File: config.mk
export PLATFORM = sky130hd
export DESIGN_NAME = uart_tx_fifo
export DESIGN_NICKNAME = d
export VERILOG_FILES = /design/src/rtl/uart_tx_fifo.sv
export SDC_FILE = /design/constraint.sdc
export NUM_CORES = 1
export LEC_CHECK = 0
export CORE_ASPECT_RATIO = 0.6
export CORE_MARGIN = 3
export CORE_UTILIZATION = 53
export CTS_BUF_LIST = sky130_fd_sc_hd__clkbuf_16
export DETAILED_ROUTE_END_ITERATION = 10
export PLACE_DENSITY = 0.75
export SYNTH_ARGS = -nofsm -noshare
export SYNTH_HDL_FRONTEND = slang
export SYNTH_SLANG_ARGS = --single-unit
File: constraint.sdc
create_clock -name clock -period 2.7 [get_ports clock]
set_clock_uncertainty 0.05 [all_clocks]
set_input_delay 0.54 -clock clock [delete_from_list [all_inputs] [get_ports clock]]
set_output_delay 0.54 -clock clock [all_outputs]
set_load 0.05 [all_outputs]
File: src/rtl/uart_tx_fifo.sv
// UART 8N1 transmitter fed by a small byte FIFO.
// Raises a level IRQ once every queued byte has left the line.
module uart_tx_fifo #(
    parameter int CLKS_PER_BIT = 434,
    parameter int FIFO_DEPTH   = 4
) (
    input  logic       clock,
    input  logic       reset_n,
    input  logic [7:0] tx_data,
    input  logic       tx_write,
    input  logic       tx_overflow_clear,
    output logic       tx_full,
    output logic       tx_busy,
    output logic       tx_overflow,
    output logic       tx_empty_irq,
    output logic       uart_tx
);
    localparam int PTR_W  = $clog2(FIFO_DEPTH);
    localparam int CNT_W  = $clog2(FIFO_DEPTH + 1);
    localparam int BAUD_W = $clog2(CLKS_PER_BIT);

    typedef enum logic [1:0] {
        IDLE  = 2'd0,
        START = 2'd1,
        DATA  = 2'd2,
        STOP  = 2'd3
    } state_t;

    state_t            state_r, state_s;
    logic [BAUD_W-1:0] baud_r, baud_s;
    logic [2:0]        bit_idx_r, bit_idx_s;
    logic [7:0]        shift_r, shift_s;
    logic              uart_tx_r, uart_tx_s;
    logic [7:0]        mem_r [FIFO_DEPTH];
    logic [PTR_W-1:0]  wr_ptr_r, rd_ptr_r;
    logic [CNT_W-1:0]  count_r;
    logic              overflow_r;
    logic              push_s, pop_s, full_s, empty_s, bit_end_s;

    assign full_s    = (count_r == CNT_W'(FIFO_DEPTH));
    assign empty_s   = (count_r == CNT_W'(0));
    assign bit_end_s = (baud_r == BAUD_W'(CLKS_PER_BIT - 1));
    assign push_s    = tx_write && !full_s;

    // Next-state, pop request and next line value for the frame serialiser
    always_comb begin
        state_s   = state_r;
        baud_s    = baud_r;
        bit_idx_s = bit_idx_r;
        shift_s   = shift_r;
        uart_tx_s = uart_tx_r;
        pop_s     = 1'b0;
        case (state_r)
            IDLE: begin
                baud_s = BAUD_W'(0);
                if (!empty_s) begin
                    pop_s     = 1'b1;
                    shift_s   = mem_r[rd_ptr_r];
                    uart_tx_s = 1'b0;
                    state_s   = START;
                end else begin
                    uart_tx_s = 1'b1;
                end
            end
            START: begin
                if (bit_end_s) begin
                    baud_s    = BAUD_W'(0);
                    uart_tx_s = shift_r[0];
                    bit_idx_s = 3'd0;
                    state_s   = DATA;
                end else begin
                    baud_s = baud_r + BAUD_W'(1);
                end
            end
            DATA: begin
                if (bit_end_s) begin
                    baud_s = BAUD_W'(0);
                    if (bit_idx_r == 3'd7) begin
                        uart_tx_s = 1'b1;
                        state_s   = STOP;
                    end else begin
                        shift_s   = shift_r >> 1;
                        uart_tx_s = shift_r[1];
                        bit_idx_s = bit_idx_r + 3'd1;
                    end
                end else begin
                    baud_s = baud_r + BAUD_W'(1);
                end
            end
            STOP: begin
                if (bit_end_s) begin
                    baud_s = BAUD_W'(0);
                    // Back-to-back frames: go straight to START with no idle gap
                    if (!empty_s) begin
                        pop_s     = 1'b1;
                        shift_s   = mem_r[rd_ptr_r];
                        uart_tx_s = 1'b0;
                        state_s   = START;
                    end else begin
                        uart_tx_s = 1'b1;
                        state_s   = IDLE;
                    end
                end else begin
                    baud_s = baud_r + BAUD_W'(1);
                end
            end
            default: begin
                baud_s    = BAUD_W'(0);
                uart_tx_s = 1'b1;
                state_s   = IDLE;
            end
        endcase
    end

    // Serialiser state register
    always_ff @(posedge clock) begin
        if (!reset_n) begin
            state_r   <= IDLE;
            baud_r    <= BAUD_W'(0);
            bit_idx_r <= 3'd0;
            shift_r   <= 8'd0;
            uart_tx_r <= 1'b1;
        end else begin
            state_r   <= state_s;
            baud_r    <= baud_s;
            bit_idx_r <= bit_idx_s;
            shift_r   <= shift_s;
            uart_tx_r <= uart_tx_s;
        end
    end

    // FIFO data storage; contents are don't-care until written
    always_ff @(posedge clock) begin
        if (push_s) begin
            mem_r[wr_ptr_r] <= tx_data;
        end
    end

    // FIFO pointers and occupancy
    always_ff @(posedge clock) begin
        if (!reset_n) begin
            wr_ptr_r <= PTR_W'(0);
            rd_ptr_r <= PTR_W'(0);
            count_r  <= CNT_W'(0);
        end else begin
            if (push_s) begin
                wr_ptr_r <= wr_ptr_r + PTR_W'(1);
            end
            if (pop_s) begin
                rd_ptr_r <= rd_ptr_r + PTR_W'(1);
            end
            case ({push_s, pop_s})
                2'b10:   count_r <= count_r + CNT_W'(1);
                2'b01:   count_r <= count_r - CNT_W'(1);
                default: count_r <= count_r;
            endcase
        end
    end

    // Sticky overflow flag; a clear beats a same-cycle dropped write
    always_ff @(posedge clock) begin
        if (!reset_n) begin
            overflow_r <= 1'b0;
        end else if (tx_overflow_clear) begin
            overflow_r <= 1'b0;
        end else if (tx_write && full_s) begin
            overflow_r <= 1'b1;
        end else begin
            overflow_r <= overflow_r;
        end
    end

    assign tx_full      = full_s;
    assign tx_busy      = (state_r != IDLE);
    assign tx_empty_irq = empty_s && (state_r == IDLE);
    assign tx_overflow  = overflow_r;
    assign uart_tx      = uart_tx_r;

endmodule

# Word level (Yosys, flattened, before mapping)
# Memories as Yosys holds them, arrays and structs flattened. A register that Yosys moved wholly into a read port is not among the register bits.
# Cells that the tools add are included.
dict set report op_classes {
  add_sub_neg 6
  n_mul 0
  div_mod_pow 0
  order_cmp 0
  eq_ne 14
  shifts 0
  muxes 32
  bitwise_logic 1
  reduce_logical 16
}
# operator count
set ops {}
lappend ops {{8-bit 2-to-1 mux} 4}
lappend ops {{8-bit case mux with 3 select lines} 1}
lappend ops {{9-bit case mux with 2 select lines} 1}
lappend ops {{2-bit 2-to-1 mux} 7}
lappend ops {{2-bit inequality test, second input constant} 6}
lappend ops {{3-bit case mux with 2 select lines} 2}
lappend ops {{1-bit 2-to-1 mux} 10}
lappend ops {{9-bit by 1-bit adder with 9-bit output, second input constant} 1}
lappend ops {{9-bit == test, second input constant} 1}
lappend ops {{3-bit 2-to-1 mux} 3}
lappend ops {{9-bit 2-to-1 mux} 1}
lappend ops {{2-bit case mux with 4 select lines} 1}
lappend ops {{4-bit AND reduction} 2}
lappend ops {{3-bit by 1-bit adder with 3-bit output, second input constant} 2}
lappend ops {{2-bit == test, second input constant} 3}
lappend ops {{3-bit == test, second input constant} 2}
lappend ops {{2-bit nonzero test} 3}
lappend ops {{5-bit AND reduction} 1}
lappend ops {{2-bit by 1-bit adder with 2-bit output, second input constant} 2}
lappend ops {{2-bit by 1-bit == test with 1-bit output, second input constant} 2}
lappend ops {{1-bit case mux with 4 select lines} 1}
lappend ops {{1-bit logical AND} 3}
lappend ops {{3-bit logical NOT} 1}
lappend ops {{3-bit AND reduction} 1}
lappend ops {{other kinds (8)} 8}
dict set report word_totals {
  ff_bits 31
  latchBits 0
  mem_bits_rw 32
  romBits 0
  in_bits 12
  wordCells 79
  n_memories 1
}
# memory words width rd rd_ports_with_merged_regs write_ports line
set memory_table {}
lappend memory_table {mem_r 4 8 1 1 1 34} ;# logic [7:0] mem_r [FIFO_DEPTH];

# Longest topological paths before layout
dict set report depth {
  depth_word 6
  ltp_mapped 11
}

# Least setup slack after synthesis
# Ideal clock, no wire load.
dict set report synth_path {
  path_kind {register -> register}
  start {reg state_r[0]}
  end {reg count_r[2]}
  setup_ns 0.071
  arrival_ns 2.513
  t_required_ns 2.579
  path_slack_ns 0.066
  stages_incl_launch_ff 11
  path_buffers 1
  synth_period_minus_slack_ns 2.634
  path_cell_list {dfxtp_1 > inv_1 > ha_1 > clkbuf_1 > nor3_1 > ha_1 > inv_1 > fa_1 > xor2_1 > or3_1 > a21oi_1}
}
dict set report synth_via {
  elab_chain_len 4
  word_cells_on_any_way 7
}
# element line
set synth_lines {}
lappend synth_lines {{from (decl)} 29} ;# state_t state_r, state_s;
lappend synth_lines {{from (signal assigned)} 124} ;# state_r <= state_s;
lappend synth_lines {{2-bit == test / 2-bit logical NOT (equally long branches)} 53} ;# case (state_r)
lappend synth_lines {{1-bit case mux with 2 select lines *} 53}
lappend synth_lines {{net pop_s} 38} ;# logic push_s, pop_s, full_s, empty_s, bit_end_s;
lappend synth_lines {{2-bit by 1-bit == test with 1-bit output / 2-bit == test (equally long branches)} 152} ;# case ({push_s, pop_s})
lappend synth_lines {{3-bit case mux with 2 select lines / 2-bit nonzero test (equally long branches)} --}
lappend synth_lines {{to (signal assigned)} 153} ;# 2'b10: count_r <= count_r + CNT_W'(1);
lappend synth_lines {{to (signal assigned)} 154} ;# 2'b01: count_r <= count_r - CNT_W'(1);
lappend synth_lines {{to (signal assigned)} 155} ;# default: count_r <= count_r;
lappend synth_lines {{to (decl)} 36} ;# logic [CNT_W-1:0] count_r;
# Mark *: on every way through the listed nets, which the timed path passes. The rest lies on a longest branch.
# A chain may end at the register's enable or synchronous reset.

# Final worst setup path
dict set report layout_path {
  start {reg state_r[0]}
  end {out tx_busy}
}
dict set report layout_via {
  elab_chain_len 1
}
# element line
set layout_lines {}
lappend layout_lines {{2-bit nonzero test} 174} ;# assign tx_busy = (state_r != IDLE);
lappend layout_lines {{to (decl)} 13} ;# output logic tx_busy,
# No other way between the ends.

==> results.sh <==
export IMPL_worst_endpoint_arrival_ps=1960
export IMPL_synthDistinctLibCells=40
export IMPL_worstSetupPathType="reg2out"
export IMPL_num_fill_cells=414
export IMPL_totalWireLength_um=5410
export IMPL_report_final_setup_viol=0
export IMPL_clock_tree_from_tritoncts="built"
export IMPL_first_global_vias=1894
export IMPL_cp_num_buf_inv=3
export IMPL_post_synth_top_area_share=0.327
export IMPL_timing_critical_path_cells="inv_1 -> ha_1 -> inv_1 -> clkdlybuf4s50_1"
export IMPL_final_core_utilization=0.667
export IMPL_antenna_found_initial=0
export IMPL_overflow=0
export IMPL_dieHeight_um=63.6
export IMPL_total_non_filler_cell_area_in_the_finished_layout_um2=3470
export IMPL_num_io_pins=17
export IMPL_synth_seq_cells=65
export IMPL_routed_wire_length_per_instance_um=15.5
export IMPL_cts_hold_buf=0
export IMPL_status="finished clean"
export IMPL_dp_hpwl_um=3790
export IMPL_synth_top_cell_by_area="sky130_fd_sc_hd__edfxtp_1"
export IMPL_timing_setup_tns_ps=0
export IMPL_worst_pin_slew_ps=805
export IMPL_clock_input_transition_at_the_sequential_cells_of_the_worst_setup_and_hold_paths_ps=50
export IMPL_max_freq_mhz=392
export IMPL_crit_path_end_kind="output pin"
export IMPL_flow_area_growth_from_synthesis_pct=18.3
export IMPL_synth_nets=281
export IMPL_area_of_the_placeable_core_um2=5200
export IMPL_syn_inst=254
export IMPL_synthesis_yosys_warnings=0
export IMPL_final_cells=350
export IMPL_setup_worst_path_start_class="flip-flop"
export IMPL_viasPerCell=5.47
export IMPL_finish_net_count=306
export IMPL_worstPathRequired_ps=2110
export IMPL_cap_viol_max_count=0
export IMPL_htreeDepth=3
export IMPL_die_width_um=102
export IMPL_maximum_number_of_buffers_from_clock_root_to_sink=2
export IMPL_largest_stage_delay_on_the_critical_path_ps=800
export IMPL_path_depth=4
export IMPL_die_area_um2=6500
export IMPL_synth_top_cells_by_area="sky130_fd_sc_hd__edfxtp_1 (33%), sky130_fd_sc_hd__dfxtp_1 (23%), sky130_fd_sc_hd__mux2i_1 (6.5%)"
export IMPL_post_route_min_period_ps=2550
export IMPL_placementRows=20
export IMPL_clk_root_buffer_cell="sky130_fd_sc_hd__clkbuf_16"
export IMPL_totalPowerFinal_mw=3.71
export IMPL_synth_yosys_seq_area_share=0.552
export IMPL_pin_count_of_the_biggest_net_entering_global_routing=17
export IMPL_number_of_enable_flip_flop_cells_after_synthesis=32
export IMPL_hold_path_class="reg2reg"
export IMPL_most_frequent_cell_after_synthesis="sky130_fd_sc_hd__dfxtp_1"
export IMPL_hold_viol=0
export IMPL_fin_crit_sh=0.945
export IMPL_clock_insertion_delay_worst_skew_ps=320
export IMPL_grt_first_pass_wirelength_um=9050
export IMPL_leakagePower_nw=1.28
export IMPL_syn_area_per_cell_um2=11.6
export IMPL_holdPathStages=1
export IMPL_clock_sink_count=65
export IMPL_synth_commonest_cells="sky130_fd_sc_hd__dfxtp_1 (33), sky130_fd_sc_hd__edfxtp_1 (32), sky130_fd_sc_hd__mux2i_1 (19), sky130_fd_sc_hd__nor2_1 (19)"
export IMPL_numPlacedInstances=333
export IMPL_crit_path_frequent_cell="sky130_fd_sc_hd__inv_1"
export IMPL_drv_slew=0
export IMPL_vdd_ir_drop_max_v=0.000481
export IMPL_place_gp_congestion=0.796
export IMPL_dominantRegCellSynth="sky130_fd_sc_hd__dfxtp_1"
export IMPL_crit_path_max_fanout=4
export IMPL_drt_pre_antenna_iters=4
export IMPL_routed_via_count=1916
export IMPL_final_layout_size_suffix_gt1_frac=0.113
export IMPL_grt_use_total=0.183
export IMPL_drtAntennaViolNets=0
export IMPL_crit_family="buffers and inverters"
export IMPL_relSlewSlack=0.460
export IMPL_slowest_stage="sky130_fd_sc_hd__clkdlybuf4s50_1"
export IMPL_start_util=0.564
export IMPL_place_worst_setup_slack_ps=40.0
export IMPL_drt_drc_violations_left=0
export IMPL_multi_input_comb_area_um2=1230
export IMPL_rr_worst_depth=11
export IMPL_dpl_instance_area_um2=3170
export IMPL_port_buffer_count=16
export IMPL_synthesis_area_um2=2940
export IMPL_cts_made_buffers=9
export IMPL_seqCellArea_um2=1620
export IMPL_hold_ws_ps=407
export IMPL_p_per_area_nw_per_um2=1070
export IMPL_drt_iter0_drc=74
export IMPL_num_antenna_cells=0
export IMPL_synth_async_sr_flop_share=0
export IMPL_postLayoutSetupSlackWorst_ps=147
[power breakdown]
group	leakage, nW	total (mW)	internal [mW]	switching [mW]
clock network	0.151	1.05	0.661	0.387
registers	0.563	1.28	1.19	0.0876
logic	0.561	1.38	0.568	0.814
[flip-flops by register name, summed over array words and instances (netlist names), named ones only]
signal,flops
state_r,2
baud_r,9
tx_overflow,1
rd_ptr_r,2
shift_r,8
uart_tx,1
bit_idx_r,3
count_r,3
wr_ptr_r,2
mem_r,32
[cells by family (layout without fill, tap and decap cells)]
group | Yosys count | after routing | synth area share
buffers and inverters | 21 | 51 | 0.0341
DFF | 65 | 65 | 0.552
xor gates and xnor gates | 10 | 10 | 0.0298
muxes | 20 | 20 | 0.0725
AOI/OAI and AO/OA | 45 | 45 | 0.0972
adders and majority gates | 15 | 15 | 0.0665
and+or+nand+nor | 78 | 78 | 0.147
[per-layer routing]
layer	GRT usage	share of wire
met1	0.263	0.53
met2	0.252	0.41
met3	0.0653	0.043
met4	0.0704	0.017
met5	0	0
[final timing paths]
path,start,slack [ps],end
setup / recovery,state_r[0],150,tx_busy
hold / removal,baud_r[0],410,baud_r[0]
setup reg to reg,baud_r[1],150,count_r[2]
hold reg to reg,baud_r[0],410,baud_r[0]
[repair_timing]
action | in CTS | in global routing
endpoints found under the setup margin | 0 | 1
buffers inserted | 0 | 1
resized for setup | 0 | 6
[worst register-to-register path, cell delays in order, from the launching register on]
cell and delay (ps):
sky130_fd_sc_hd__dfxtp_1 330, sky130_fd_sc_hd__inv_1 60, sky130_fd_sc_hd__ha_1 130, sky130_fd_sc_hd__and4b_2 270, sky130_fd_sc_hd__a31oi_2 120, sky130_fd_sc_hd__nor3_2 320
sky130_fd_sc_hd__ha_2 240, sky130_fd_sc_hd__inv_1 50, sky130_fd_sc_hd__fa_2 330, sky130_fd_sc_hd__xor2_1 150, sky130_fd_sc_hd__or3_1 300, sky130_fd_sc_hd__a21oi_1 130
[final cells by class]
class	instances	area share
multi-input combinational	168	0.355
inverter	11	0.0119
clock inverter	6	0.00757
tap	66	0.0238
timing repair buffer	24	0.0627
sequential	65	0.467
clock buffer	10	0.0721
[placed cells by master (no fill, tap or decap), drive strengths merged, types with 2 or more instances in the layout]
cell type	synthesis	routed
a21oi	15	15
a22o	9	9
a31oi	2	2
and2	6	6
and4	2	2
buf	5	9
clkbuf	5	10
clkdlybuf4s50	0	15
clkinv	0	3
dfxtp	33	33
edfxtp	32	32
ha	14	14
inv	11	14
mux2i	19	19
nand2	11	11
nand2b	3	3
nand3	3	3
nand4	2	2
nor2	19	19
nor2b	11	11
nor3	5	5
o21ai	14	14
or3	4	4
or4	7	7
xnor2	5	5
xor2	5	5
(Power assumes the default switching activity.)
